===== config.mk =====
export PLATFORM = sky130hd
export DESIGN_NAME = pipe_stage_skid_flat
export DESIGN_NICKNAME = d
export VERILOG_FILES = /design/src/rtl/pipe_stage_skid_if.sv /design/src/rtl/pipe_stage_skid.sv /design/src/flat_wrapper.sv
export SDC_FILE = /design/constraint.sdc
export NUM_CORES = 1
export LEC_CHECK = 0
export BUFFER_PORTS_ARGS = -buffer_cell sky130_fd_sc_hd__buf_2
export CAP_MARGIN = 20
export CORE_MARGIN = 2
export CORE_UTILIZATION = 49
export DETAILED_ROUTE_END_ITERATION = 10
export PLACE_DENSITY = 0.81
export SKIP_CTS_REPAIR_TIMING = 1
export SYNTH_ARGS = -nofsm -noshare
export SYNTH_HDL_FRONTEND = slang
export SYNTH_SLANG_ARGS = --single-unit

===== constraint.sdc =====
create_clock -name i_clk -period 2 [get_ports i_clk]
set_clock_uncertainty 0.1 [all_clocks]
set_input_delay 0.4 -clock i_clk [delete_from_list [all_inputs] [get_ports i_clk]]
set_output_delay 0.4 -clock i_clk [all_outputs]
set_load 0.005 [all_outputs]

===== src/rtl/pipe_stage_skid_if.sv =====
// Handshake/payload bundle for one pipeline segment register.
// The stage itself connects through the slave modport; the driving environment uses master.
interface pipe_stage_skid_if #(
   parameter int unsigned DATA_W = 69,
   parameter int unsigned CTRL_W = 9
);
   logic              i_valid;
   logic              o_in_ready;
   logic [DATA_W-1:0] i_data;
   logic [CTRL_W-1:0] i_ctrl;
   logic              o_valid;
   logic              i_out_ready;
   logic [DATA_W-1:0] o_data;
   logic [CTRL_W-1:0] o_ctrl;

   modport slave (
      input  i_valid, i_data, i_ctrl, i_out_ready,
      output o_in_ready, o_valid, o_data, o_ctrl
   );

   modport master (
      output i_valid, i_data, i_ctrl, i_out_ready,
      input  o_in_ready, o_valid, o_data, o_ctrl
   );
endinterface


===== src/rtl/pipe_stage_skid.sv =====
// Pipeline segment register with valid/ready handshake, 2-entry skid buffer,
// synchronous flush, gated control field and a saturating stall counter.
module pipe_stage_skid #(
   parameter int unsigned          DATA_W   = 69,
   parameter int unsigned          CTRL_W   = 9,
   parameter logic [CTRL_W-1:0]    CTRL_RST = '0,
   parameter int unsigned          CNT_W    = 16
) (
   input  logic                i_clk,
   input  logic                i_reset_n,
   input  logic                i_clk_en,
   input  logic                i_flush,
   input  logic                i_cnt_clr,
   pipe_stage_skid_if.slave    bus,
   output logic [1:0]          o_level,
   output logic [CNT_W-1:0]    o_stall_cnt
);

   localparam logic [CNT_W-1:0] CNT_MAX = '1;

   logic              m_valid_q, m_valid_d;
   logic              s_valid_q, s_valid_d;
   logic [DATA_W-1:0] m_data_q,  m_data_d;
   logic [DATA_W-1:0] s_data_q,  s_data_d;
   logic [CTRL_W-1:0] m_ctrl_q,  m_ctrl_d;
   logic [CTRL_W-1:0] s_ctrl_q,  s_ctrl_d;
   logic [CNT_W-1:0]  cnt_q,     cnt_d;
   logic              in_fire,   out_fire;

   // Ready comes only from the skid slot, so it never depends on downstream ready
   assign bus.o_in_ready = !s_valid_q;
   assign bus.o_valid    = m_valid_q;
   assign bus.o_data     = m_data_q;
   assign bus.o_ctrl     = m_valid_q ? m_ctrl_q : CTRL_RST;
   assign o_level        = {1'b0, m_valid_q} + {1'b0, s_valid_q};
   assign o_stall_cnt    = cnt_q;

   assign in_fire  = bus.i_valid & !s_valid_q & i_clk_en;
   assign out_fire = m_valid_q & bus.i_out_ready & i_clk_en;

   always_comb begin
      m_valid_d = m_valid_q;
      s_valid_d = s_valid_q;
      m_data_d  = m_data_q;
      s_data_d  = s_data_q;
      m_ctrl_d  = m_ctrl_q;
      s_ctrl_d  = s_ctrl_q;
      cnt_d     = cnt_q;

      if (i_flush) begin
         m_valid_d = 1'b0;
         s_valid_d = 1'b0;
         m_ctrl_d  = CTRL_RST;
         s_ctrl_d  = CTRL_RST;
      end else if (i_clk_en) begin
         if (out_fire || !m_valid_q) begin
            if (s_valid_q) begin
               m_valid_d = 1'b1;
               m_data_d  = s_data_q;
               m_ctrl_d  = s_ctrl_q;
               s_valid_d = 1'b0;
            end else if (in_fire) begin
               m_valid_d = 1'b1;
               m_data_d  = bus.i_data;
               m_ctrl_d  = bus.i_ctrl;
            end else begin
               m_valid_d = 1'b0;
            end
         end else if (in_fire) begin
            // Main register is stuck downstream: park the new payload in the skid slot
            s_valid_d = 1'b1;
            s_data_d  = bus.i_data;
            s_ctrl_d  = bus.i_ctrl;
         end
      end

      if (i_cnt_clr) begin
         cnt_d = '0;
      end else if (i_clk_en && m_valid_q && !bus.i_out_ready && (cnt_q != CNT_MAX)) begin
         cnt_d = cnt_q + CNT_W'(1);
      end
   end

   always_ff @(posedge i_clk or negedge i_reset_n) begin
      if (!i_reset_n) begin
         m_valid_q <= 1'b0;
         s_valid_q <= 1'b0;
         m_data_q  <= '0;
         s_data_q  <= '0;
         m_ctrl_q  <= CTRL_RST;
         s_ctrl_q  <= CTRL_RST;
         cnt_q     <= '0;
      end else begin
         m_valid_q <= m_valid_d;
         s_valid_q <= s_valid_d;
         m_data_q  <= m_data_d;
         s_data_q  <= s_data_d;
         m_ctrl_q  <= m_ctrl_d;
         s_ctrl_q  <= s_ctrl_d;
         cnt_q     <= cnt_d;
      end
   end

endmodule


===== src/flat_wrapper.sv =====
// flat-port wrapper written by rule: the top's interface ports become plain ports
module pipe_stage_skid_flat 
#(
   parameter int unsigned          DATA_W   = 69,
   parameter int unsigned          CTRL_W   = 9,
   parameter logic [CTRL_W-1:0]    CTRL_RST = '0,
   parameter int unsigned          CNT_W    = 16
)
  (i_clk, i_reset_n, i_clk_en, i_flush, i_cnt_clr, o_level, o_stall_cnt, bus_i_valid, bus_i_data, bus_i_ctrl, bus_i_out_ready, bus_o_in_ready, bus_o_valid, bus_o_data, bus_o_ctrl);
  pipe_stage_skid_if #(.DATA_W(DATA_W), .CTRL_W(CTRL_W)) bus_i ();
  input  logic i_clk;
  input  logic i_reset_n;
  input  logic i_clk_en;
  input  logic i_flush;
  input  logic i_cnt_clr;
  output logic [1:0] o_level;
  output logic [CNT_W-1:0] o_stall_cnt;
  input wire logic [$bits(bus_i.i_valid)-1:0] bus_i_valid;
  input wire logic [$bits(bus_i.i_data)-1:0] bus_i_data;
  input wire logic [$bits(bus_i.i_ctrl)-1:0] bus_i_ctrl;
  input wire logic [$bits(bus_i.i_out_ready)-1:0] bus_i_out_ready;
  output wire logic [$bits(bus_i.o_in_ready)-1:0] bus_o_in_ready;
  output wire logic [$bits(bus_i.o_valid)-1:0] bus_o_valid;
  output wire logic [$bits(bus_i.o_data)-1:0] bus_o_data;
  output wire logic [$bits(bus_i.o_ctrl)-1:0] bus_o_ctrl;
  assign bus_i.i_valid = bus_i_valid;
  assign bus_i.i_data = bus_i_data;
  assign bus_i.i_ctrl = bus_i_ctrl;
  assign bus_i.i_out_ready = bus_i_out_ready;
  assign bus_o_in_ready = bus_i.o_in_ready;
  assign bus_o_valid = bus_i.o_valid;
  assign bus_o_data = bus_i.o_data;
  assign bus_o_ctrl = bus_i.o_ctrl;
  pipe_stage_skid #(.DATA_W(DATA_W), .CTRL_W(CTRL_W), .CTRL_RST(CTRL_RST), .CNT_W(CNT_W)) u_core (.i_clk(i_clk), .i_reset_n(i_reset_n), .i_clk_en(i_clk_en), .i_flush(i_flush), .i_cnt_clr(i_cnt_clr), .bus(bus_i), .o_level(o_level), .o_stall_cnt(o_stall_cnt));
endmodule

==> summary.md, run 1 <==
| Metric | Value |
|---|---|
| Number of placed cells counting well taps | ~950 |
| Critical Path RT | 1.50 ns |
| Initial antenna violation count | 0 |
| Most numerous cell types in the synthesized netlist | sky130_fd_sc_hd__mux2_2 (189), sky130_fd_sc_hd__dfrtp_1 (174), sky130_fd_sc_hd__nor2_1 (20), sky130_fd_sc_hd__mux2i_1 (18), sky130_fd_sc_hd__a21oi_1 (15) |
| Number of instances in the synthesized netlist | 560 |
| Remaining antenna violation count after routing | 0 |
| Final number of hold-violating endpoints | 0 |
| Final total power | slightly above 9 mW |
| Congestion Overflow GR | 0 |
| Routed len/inst | roughly 18 µm |
| Final-report setup violation count | 0 |
| Total detailed-routing wirelength | between 15,000 and 20,000 µm |
| Setup repair after global routing missed its margin | true |
| Largest area contributor in the synthesized netlist | sky130_fd_sc_hd__dfrtp_1 |
| First-pass GRT wire length | roughly 26,000 µm |
| Floorplan Core Area | ~0.016 mm² |
| Static leakage | between 4 and 5 nW |
| Via count of the first global-routing pass | 5,473 |
| Kind of end point of the critical path | output port |
| Number of storage elements in the synthesis netlist | 174 |
| Slew margin rel. | 58.92% |
| Clk sink count | about 170 |
| Syn avg cell area | around 14 µm² |
| Area share of the largest cell type after synthesis | a little under three fifths |
| Number of placed I/O pins | between 150 and 200 |
| Worst-path clk slew | 0.06 ns |
| Class of the most critical setup path | flip-flop to output port |
| Number of different library cells in the post-synthesis netlist | between 40 and 50 |
| Most used DFF post-synth | sky130_fd_sc_hd__dfrtp_1 |
| Die X | between 100 and 150 µm |
| Highest clock rate | 512.5 MHz |
| Fin crit period | 1.951 ns |
| Number of design rule violations left after detail routing | 0 |
| Root Buffer Master | sky130_fd_sc_hd__clkbuf_16 |
| Synthesized cell area | roughly 0.008 mm² |
| Total power divided by cell area | around 930 mW/mm² |
| Status | finished clean |
| Die height | 130.9 µm |
| Post-DP HPWL | ~12,000 µm |
| Initial DRC count | 157 |
| Leading post-synthesis cells by cell area | sky130_fd_sc_hd__dfrtp_1 (55%), sky130_fd_sc_hd__mux2_2 (27%), sky130_fd_sc_hd__mux2i_1 (2.3%) |
| Gp weighted congestion | between 0.8 and 0.9 |
| Worst endpoint data arrival time | ~1.5 ns |
| Number of warnings reported in the yosys synthesis log | 0 |
| Filler instances | roughly 1,200 |
| Number of antenna diodes | 0 |
| Tot GR Track Use | between 10% and 20% |
| Share of layout cells above drive strength 1 | between 50% and 60% |
| Class of the tightest hold or removal check | input pin to flip-flop |
| Area grow syn2layout | 24.73% |
| Die ar. | 0.01714 mm² |
| Synthesized netlist net count | around 650 |
| Number of buffers created by CTS | 17 |
| Max-cap check violation count | 0 |
| Max Transition Viols Final | 0 |
| DR vias | around 5,200 |
| Floorplan row count | between 40 and 50 |
| Post-synth EDFFs | 0 |
| Measured slew at the worst slew-check pin | slightly above 0.6 ns |
| Final std cells w/o fill | between 900 and 1,000 |
| Number of nets at the end of the flow | ~840 |
| TritonCTS clock tree | built |
| Maximum number of pins on one net before global-route repair | 49 |
| Post-route fraction of the period consumed by the critical path | between 90% and 100% |
| Part of the Yosys area used for sequential elements | a little under three fifths |
| Sort of element at the start of the critical path | flip-flop |
| Number of buffers on the longest clock path | 2 |
| Most instantiated library cell after synthesis | sky130_fd_sc_hd__mux2_2 |
| Number of buffers added on ports | between 150 and 200 |
| Worst skew pair latency | ~0.41 ns |
| Ratio of routed vias to standard cells | around 5.3 |
| H-Tree Level Count | 4 |
| Worst voltage drop across the vdd grid | 0.0005848 V |
| Post-synth ARST share | 100.0% |
| Detailed Routing Iterations Pass 1 | 4 |
| Maximum fanout encountered on the critical timing path | 6 |
| Initial Utilization | between 40% and 50% |
-- path summary, 6_finish.rpt --
check / from / end / slack (ns) / depth (start not counted)
max in group asynchronous: i_reset_n / u_core.bus.o_data[49] / 0.77 / 3
worst max-delay path: u_core.s_valid_q / o_level[0] / 0.05 / 3
worst max register to register: u_core.o_stall_cnt[8] / u_core.o_stall_cnt[14] / 0.07 / 4
min in group asynchronous: i_reset_n / u_core.o_stall_cnt[14] / 0.39 / 2
worst min register to register: u_core.bus.o_data[11] / u_core.bus.o_data[11] / 0.39 / 1
worst min-delay path: bus_i_data[55] / u_core.s_data_q[55] / 0.13 / 2
-- metrics by stage --
step	TNS, ns	hold slack, ns	utilization (%)	setup slack, ns	instance area (µm²)
finish	0	0.1332	62.21	0.04890	9846
global route	-0.03940	0.1164	62.21	-0.01719	9846
CTS	-0.09639	-0.1711	61.39	-0.07664	9717
detailed placement	-0.3018	0.2762	57.81	-0.02873	9150
global placement	0	0.2708	57.81	0.01834	9150
floorplan	0	0.004409	-	0.002924	7894
-- registers in the layout (all words and copies together), names as in the netlist --
name                flops
u_core.o_stall_cnt     16
u_core.bus.o_data      69
u_core.s_valid_q        1
u_core.s_data_q        69
u_core.m_ctrl_q         9
u_core.s_ctrl_q         9
u_core.bus.o_valid      1
-- power by group --
part	internal [mW]	switching, mW
Combinational	0.898	0.588
Sequential	4.12	0.317
Clock	1.92	1.28
-- kinds of logic (layout without fill, tap and decap cells) --
family / Yosys count / in the layout / share of synthesized area (%)
buffers and inverters: 39 / 245 / 3.043
adder cells (fa/ha/maj): 2 / 2 / 0.3170
flip-flops: 174 / 174 / 55.16
multiplexers: 227 / 227 / 32.57
AO/OA/AOI/OAI: 41 / 41 / 3.233
AND/OR/NAND/NOR: 77 / 77 / 5.674
-- per-layer routing --
layer	up-vias	GRT usage (%)	share of wire (%)
met3	15	4.805	5.0
li1	2412	-	-
met2	148	34.68	51
met5	-	0	0
met4	0	5.319	1.2
met1	2665	24.46	43
-- final cells by class --
| type | instances | area, µm² | share of cell area [%] |
|---|---|---|---|
| Clock inverter | 6 | 85.08 | 0.8642 |
| Multi-Input combinational cell | 347 | 3348 | 34.01 |
| Sequential cell | 174 | 4362 | 44.30 |
| Clock buffer | 24 | 481.7 | 4.893 |
| Timing Repair Buffer | 212 | 1287 | 13.08 |
| Inverter | 3 | 11.26 | 0.1144 |
| Tap cell | 216 | 270.3 | 2.745 |
-- cells in the final DEF (no fill, tap or decap), types with 9 or more instances in the layout --
master                      count
sky130_fd_sc_hd__mux2_2       189
sky130_fd_sc_hd__a21oi_1       13
sky130_fd_sc_hd__and2_1        10
sky130_fd_sc_hd__nor2_1        20
sky130_fd_sc_hd__clkbuf_16     19
sky130_fd_sc_hd__dfrtp_1      170
sky130_fd_sc_hd__buf_2        181
sky130_fd_sc_hd__mux2_1        10
sky130_fd_sc_hd__mux2_4        10
sky130_fd_sc_hd__mux2i_1       18
sky130_fd_sc_hd__o31ai_1        9
sky130_fd_sc_hd__buf_4         19
sky130_fd_sc_hd__a211oi_1      10
-- worst max-delay path: stages, from the launching register on --
cell and delay [ns]:
sky130_fd_sc_hd__dfrtp_4 0.52, sky130_fd_sc_hd__buf_16 0.15, sky130_fd_sc_hd__ha_1 0.25, sky130_fd_sc_hd__buf_2 0.13
(Power assumes the default switching activity.)
==> inputs of run 2 (changes only) <==
--- a/config.mk
+++ b/config.mk
@@ -7,10 +7,12 @@
 export LEC_CHECK = 0
 export BUFFER_PORTS_ARGS = -buffer_cell sky130_fd_sc_hd__buf_2
 export CAP_MARGIN = 20
+export CELL_PAD_IN_SITES_DETAIL_PLACEMENT = 1
+export CELL_PAD_IN_SITES_GLOBAL_PLACEMENT = 1
 export CORE_MARGIN = 2
-export CORE_UTILIZATION = 49
+export CORE_UTILIZATION = 39
 export DETAILED_ROUTE_END_ITERATION = 10
-export PLACE_DENSITY = 0.81
+export PLACE_DENSITY = 0.79
 export SKIP_CTS_REPAIR_TIMING = 1
 export SYNTH_ARGS = -nofsm -noshare
 export SYNTH_HDL_FRONTEND = slang
==> summary.md, run 2 (synthesized netlist as in run 1, its figures left out) <==
| Metric | Value |
|---|---|
| Internal reg-to-reg setup slack | 0.05 ns (-0.02 ns) |
| TritonCTS clock tree | built |
| Clock network fraction of design power | 37.0% (+1.9 points) |
| Final number of hold-violating endpoints | 0 (unchanged) |
| Number of antenna diodes | 0 (unchanged) |
| Share of layout cells above drive strength 1 | 60.13% (+0.86 points) |
| Reg-to-Reg Start | u_core.o_stall_cnt[0] |
| Critical R2R Capture | u_core.o_stall_cnt[10] |
| Remaining antenna violation count after routing | 0 (unchanged) |
| Die ar. | 0.02139 mm² (+25%) |
| Maximum number of pins on one net before global-route repair | 46 (-6.1%) |
| Tot GR Track Use | 18.02% (-1.7 points) |
| Setup repair after global routing missed its margin | true |
| Post-route setup TNS | 0 ns (unchanged) |
| Critical Path RT | 2.24 ns (+0.74 ns) |
| Fin crit period | 1.955 ns (+0.003557 ns) |
| Max-cap check violation count | 0 (unchanged) |
| Internal power of the cells | 7.065 mW (+1.8%) |
| Initial antenna violation count | 0 (unchanged) |
| Measured slew at the worst slew-check pin | 0.4684 ns (-0.1413 ns) |
| Initial DRC count | 165 (+5.1%) |
| Number of nets at the end of the flow | 854 (+1.4%) |
| Kind of end point of the critical path | flip-flop |
| Worst skew pair latency | 0.42 ns (about the same) |
| Slew margin rel. | 68.77% (+9.8 points) |
| Area grow syn2layout | 27.63% |
| Initial Utilization | 39.39% (-10 points) |
| Cell area reported after detailed placement | 0.009285 mm² (+1.5%) |
| Total detailed-routing wirelength | 19,390 µm (+12%) |
| Part of the total power dissipated in combinational logic | 16.0% (-0.3 points) |
| Routed len/inst | 18.46 µm (+5.2%) |
| Net switching share of the total power | 25.04% (+1.1 points) |
| Worst voltage drop across the vdd grid | 0.0006108 V (+4.4%) |
| Final-report setup violation count | 0 (unchanged) |
| Die X | 146.3 µm (+12%) |
| DR vias | 5,390 (+2.9%) |
| Post-DP HPWL | 13,370 µm (+12%) |
| Sort of element at the start of the critical path | flip-flop |
| Number of buffers on the longest clock path | 2 (unchanged) |
| Congestion Overflow GR | 0 (unchanged) |
| Relative contribution of sequential cells to total power | 47.0% (-1.6 points) |
| Most frequent standard cell in the layout excluding fill and tap cells | sky130_fd_sc_hd__mux2_2 |
| Post-route fraction of the period consumed by the critical path | 97.73% (+0.18 points) |
| Status | finished clean |
| Layout Cell Area excl Fill | 0.01007 mm² (+2.3%) |
| Via count of the first global-routing pass | 6,006 (+9.7%) |
| First-pass GRT wire length | 31,150 µm (+18%) |
| Clk sink count | 174 (unchanged) |
| Number of buffers added on ports | 182 (unchanged) |
| Gp weighted congestion | 0.7981 (-6.9%) |
| Root Buffer Master | sky130_fd_sc_hd__clkbuf_16 |
| Die height | 146.3 µm (+12%) |
| Worst-case reg-to-reg path depth | 5 (+1) |
| Number of buffers created by CTS | 17 (unchanged) |
| Switching power total | 2.361 mW (+8.2%) |
| H-Tree Level Count | 4 (unchanged) |
| Ratio of routed vias to standard cells | 5.133 (-3.8%) |
| Max Transition Viols Final | 0 (unchanged) |
| Worst-path clk slew | 0.07 ns (about the same) |
| Min-Delay Endpoint | u_core.s_data_q[51] |
| Floorplan Core Area | 0.02004 mm² (+27%) |
| Min-Delay Path Depth | 2 (unchanged) |
| Worst Min Path Start | bus_i_data[51] |
| Worst endpoint data arrival time | 2.20 ns (+0.75 ns) |
| Number of design rule violations left after detail routing | 0 (unchanged) |
| Detailed Routing Iterations Pass 1 | 4 (unchanged) |
| Most frequent cells in the layout | sky130_fd_sc_hd__mux2_2 (183), sky130_fd_sc_hd__buf_2 (181), sky130_fd_sc_hd__dfrtp_1 (172) |
| Class of the most critical setup path | flip-flop to flip-flop |
| Maximum fanout encountered on the critical timing path | 4 (-2) |
| Highest clock rate | 511.6 MHz (-0.18%) |
| Static leakage | 4.666 nW (+2.2%) |
| Total power divided by cell area | 935.6 mW/mm² (+0.95%) |
| Number of placed I/O pins | 183 (unchanged) |
| Class of the tightest hold or removal check | input pin to flip-flop |
| Floorplan row count | 52 (+13%) |
run 2: routing by layer:
metal	vias to the layer above	track usage, %	part of all wire (%)
li1	2448	-	-
met1	2767	22.73	43
met2	149	31.53	51
met3	26	4.250	4.5
met4	0	4.223	1.4
met5	-	0	0
run 2: final cells by class:
class | count | area (µm²)
fill | 2069 | 9965
sequential | 174 | 4359
multi-input combinational | 347 | 3366
timing repair buffer | 224 | 1381
clock buffer | 19 | 442.9
tap | 270 | 337.8
clock inverter | 13 | 176.4
inverter | 3 | 11.26
run 2: how the worst max path moves through the flow:
stage	start	to	slack [ns]	cells past startpoint
floorplan	bus_i_out_ready	u_core.s_data_q[58]	0.003	8
detailed placement	bus_i_out_ready	u_core.s_data_q[47]	-0.04	6
CTS	u_core.s_valid_q	o_level[0]	-0.06	3
global route	u_core.o_stall_cnt[1]	u_core.o_stall_cnt[12]	-0.02	5
global placement	bus_i_out_ready	u_core.s_data_q[39]	0.002	6
finish	u_core.o_stall_cnt[0]	u_core.o_stall_cnt[10]	0.05	5
run 2: power groups by stage:
stage	combinational, mW	clock, mW	sequential [mW]
floorplan	0.772	0	4.45
global placement	1.43	0	4.45
detailed placement	1.51	0	4.49
CTS	1.51	3.60	4.44
global route	1.65	3.74	4.51
finish	1.51	3.49	4.43
run 2: worst max-delay path: stages (launching register included):
cell and delay (ns):
sky130_fd_sc_hd__dfrtp_1 0.36, sky130_fd_sc_hd__ha_2 0.19, sky130_fd_sc_hd__nand4_1 0.22, sky130_fd_sc_hd__or2_4 0.34, sky130_fd_sc_hd__or4_4 0.54, sky130_fd_sc_hd__a21oi_2 0.14
run 2: metrics by stage:
stage               util (%)  power, mW  instances  hold slack [ns]  worst slack, ns
finish                 50.27      9.426       1050           0.1293          0.04535
global route           50.27      9.899       1050           0.1018         -0.01969
CTS                    49.43      9.548       1041          -0.2117         -0.05634
detailed placement     46.33      6.000       1009           0.2495         -0.03652
global placement       46.33      5.878       1009           0.2460         0.002380
floorplan                  -      5.218        560         0.004409         0.002924
==> inputs of run 3 (changes only) <==
--- a/config.mk
+++ b/config.mk
@@ -5,12 +5,13 @@
 export SDC_FILE = /design/constraint.sdc
 export NUM_CORES = 1
 export LEC_CHECK = 0
+export ABC_AREA = 1
 export BUFFER_PORTS_ARGS = -buffer_cell sky130_fd_sc_hd__buf_2
 export CAP_MARGIN = 20
 export CELL_PAD_IN_SITES_DETAIL_PLACEMENT = 1
 export CELL_PAD_IN_SITES_GLOBAL_PLACEMENT = 1
 export CORE_MARGIN = 2
-export CORE_UTILIZATION = 39
+export CORE_UTILIZATION = 35
 export DETAILED_ROUTE_END_ITERATION = 10
 export PLACE_DENSITY = 0.79
 export SKIP_CTS_REPAIR_TIMING = 1
==> summary.md, run 3 <==
| Metric | Value |
|---|---|
| Most frequent standard cell in the layout excluding fill and tap cells | sky130_fd_sc_hd__nand2_1 |
| Number of nets at the end of the flow | 1,209 (+42%) |
| Initial DRC count | 318 (+93%) |
| Post-synth EDFFs | 0 (unchanged) |
| First-pass GRT wire length | 37,020 µm (+19%) |
| Die height | 152.5 µm (+4.2%) |
| Sort of element at the start of the critical path | flip-flop |
| Post-DP HPWL | 15,260 µm (+14%) |
| Number of design rule violations left after detail routing | 0 (unchanged) |
| Max Transition Viols Final | 0 (unchanged) |
| Initial antenna violation count | 1 (+1) |
| Worst Min Path Start | bus_i_data[51] |
| Status | finished clean |
| Worst-case reg-to-reg path depth | 10 (+5) |
| Gp weighted congestion | 0.8259 (+3.5%) |
| Die ar. | 0.02325 mm² (+8.7%) |
| Area share of the largest cell type after synthesis | 56.43% (+1.3 points) |
| Worst-path clk slew | 0.08 ns (about the same) |
| Via count of the first global-routing pass | 7,156 (+19%) |
| Ratio of routed vias to standard cells | 4.854 (-5.4%) |
| Most used DFF post-synth | sky130_fd_sc_hd__dfrtp_1 |
| Synthesized cell area | 0.007716 mm² (-2.3%) |
| Post-route fraction of the period consumed by the critical path | 96.10% (-1.6 points) |
| Min-Delay Path Depth | 3 (+1) |
| Total detailed-routing wirelength | 22,500 µm (+16%) |
| Reg-to-Reg Start | u_core.o_stall_cnt[0] |
| Number of placed cells counting well taps | 1,380 (+37%) |
| Maximum number of pins on one net before global-route repair | 80 (+74%) |
| Peak per-stage delay on the critical path | 0.39 ns (-0.15 ns) |
| Syn avg cell area | 8.165 µm² (-42%) |
| Die X | 152.5 µm (+4.2%) |
| Floorplan Core Area | 0.02176 mm² (+8.6%) |
| Class of the most critical setup path | flip-flop to output port |
| Number of buffers created by CTS | 17 (unchanged) |
| TritonCTS clock tree | built |
| Number of instances in the synthesized netlist | 945 (+69%) |
| DR vias | 6,869 (+27%) |
| Leading post-synthesis cells by cell area | sky130_fd_sc_hd__dfrtp_1 (56%), sky130_fd_sc_hd__nand2_1 (21%), sky130_fd_sc_hd__a31oi_1 (5.6%) |
| Tot GR Track Use | 19.54% (+1.5 points) |
| Max-cap check violation count | 0 (unchanged) |
| Initial Utilization | 35.47% (-3.9 points) |
| Worst skew pair latency | 0.43 ns (about the same) |
| Slew margin rel. | 55.29% (-13 points) |
| Critical Path RT | 1.50 ns (-0.74 ns) |
| Post-synth ARST share | 100.0% (unchanged) |
| Remaining antenna violation count after routing | 0 (unchanged) |
| Number of placed I/O pins | 183 (unchanged) |
| Number of different library cells in the post-synthesis netlist | 28 (-32%) |
| Area grow syn2layout | 25.70% |
| Kind of end point of the critical path | output port |
| Clk sink count | 174 (unchanged) |
| Synthesized netlist net count | 1,032 (+60%) |
| H-Tree Level Count | 4 (unchanged) |
| Worst voltage drop across the vdd grid | 0.0005011 V (-18%) |
| Number of buffers added on ports | 182 (unchanged) |
| Fin crit period | 1.922 ns (-0.03274 ns) |
| Routed len/inst | 15.90 µm (-14%) |
| Measured slew at the worst slew-check pin | 0.6706 ns (+0.2022 ns) |
| Most instantiated library cell after synthesis | sky130_fd_sc_hd__nand2_1 |
| Most frequent cells in the layout | sky130_fd_sc_hd__nand2_1 (434), sky130_fd_sc_hd__buf_2 (181), sky130_fd_sc_hd__dfrtp_1 (173) |
| Number of buffers on the longest clock path | 2 (unchanged) |
| Critical R2R Capture | u_core.o_stall_cnt[13] |
| Worst endpoint data arrival time | 1.42 ns (-0.78 ns) |
| Congestion Overflow GR | 0 (unchanged) |
| Most numerous cell types in the synthesized netlist | sky130_fd_sc_hd__nand2_1 (434), sky130_fd_sc_hd__dfrtp_1 (174), sky130_fd_sc_hd__nor2_1 (94), sky130_fd_sc_hd__a31oi_1 (69), sky130_fd_sc_hd__inv_1 (33) |
| Min-Delay Endpoint | u_core.s_data_q[51] |
| Maximum fanout encountered on the critical timing path | 13 (+9) |
| Internal reg-to-reg setup slack | 0.14 ns (+0.09 ns) |
| Final std cells w/o fill | 1,415 (+35%) |
| Class of the tightest hold or removal check | input pin to flip-flop |
| Total power divided by cell area | 950.2 mW/mm² (+1.6%) |
| Number of antenna diodes | 0 (unchanged) |
| Number of storage elements in the synthesis netlist | 174 (unchanged) |
| Highest clock rate | 520.3 MHz (+1.7%) |
| Cell with the largest stage delay on the worst path | sky130_fd_sc_hd__dfrtp_1 |
| Root Buffer Master | sky130_fd_sc_hd__clkbuf_16 |
| Largest area contributor in the synthesized netlist | sky130_fd_sc_hd__dfrtp_1 |
| Part of the Yosys area used for sequential elements | 56.43% (+1.3 points) |
| Floorplan row count | 54 (+3.8%) |
| Static leakage | 4.980 nW (+6.7%) |
| Share of layout cells above drive strength 1 | 22.73% (-37 points) |
| Final number of hold-violating endpoints | 0 (unchanged) |
| Detailed Routing Iterations Pass 1 | 4 (unchanged) |
| Worst-path cell chain | buf_4, ha_1, buf_2 |
| Number of warnings reported in the yosys synthesis log | 0 (unchanged) |
| Final-report setup violation count | 0 (unchanged) |
| WHS | 0.08458 ns (-0.04469 ns) |
[run 3: worst max-delay path by stage]
| stage | slack [ns] | start | to | cells past startpoint |
|---|---|---|---|---|
| floorplan | 0.41 | u_core.o_stall_cnt[0] | u_core.o_stall_cnt[14] | 10 |
| global placement | 0.13 | u_core.o_stall_cnt[0] | u_core.o_stall_cnt[8] | 9 |
| detailed placement | 0.03 | u_core.o_stall_cnt[0] | u_core.o_stall_cnt[6] | 9 |
| CTS | -0.03 | u_core.s_valid_q | bus_o_in_ready | 3 |
| global route | -0.01 | u_core.o_stall_cnt[0] | u_core.o_stall_cnt[13] | 10 |
| finish | 0.08 | u_core.bus.o_valid | o_level[0] | 3 |
[run 3: final cells by class]
type                    count  area [µm²]
fillers                  2693       12060
flip-flops and latches    174        4355
multi-input cells         682        2978
repair buffers            211        1313
clock buffers              17       425.4
well taps                 280       350.3
clock inverters            15       140.1
inverters                  36       137.6
[run 3: per-layer routing]
metal / track usage, % / routed length, µm / vias to the layer above
li1: - / - / 3359
met3: 3.498 / 852 / 22
met1: 26.34 / 10670 / 3356
met2: 32.88 / 10710 / 130
met5: 0 / 13 / -
met4: 4.806 / 250 / 2
[run 3: cells by family after synthesis]
| logic type | count (synthesis) | synth area share [%] |
|---|---|---|
| and+or+nand+nor | 565 | 28.86 |
| xor gates and xnor gates | 5 | 0.5675 |
| DFF | 174 | 56.43 |
| adders and majority gates | 2 | 0.3243 |
| AOI/OAI and AO/OA | 110 | 8.772 |
| buffers and inverters | 89 | 5.043 |
[run 3: report_power, final]
group	internal [mW]	switching (mW)	total, mW
logic	0.651	0.771	1.42
registers	4.18	0.388	4.56
clock network	1.66	1.57	3.23
total	6.49	2.73	9.22
[run 3: through the flow]
| stage | setup TNS, ns | cell area (µm²) | total power, mW | utilization [%] | setup WS (ns) |
|---|---|---|---|---|---|
| final | 0 | 9699 | 9.216 | 44.58 | 0.07809 |
| after global routing | -0.01478 | 9699 | 9.770 | 44.58 | -0.01062 |
| after CTS | -0.03308 | 9632 | 9.356 | 44.27 | -0.03308 |
| after detailed placement | 0 | 9066 | 6.071 | 41.67 | 0.03385 |
| after global placement | 0 | 9066 | 5.967 | 41.67 | 0.1262 |
| after floorplan | 0 | 7716 | 5.263 | - | 0.4054 |
[run 3: worst max-delay path: cells and delay by family, from the launching register on]
family     cells  cell delay [ns]
fa+ha+maj      1             0.29
flops          1             0.39
buf+inv        2             0.32
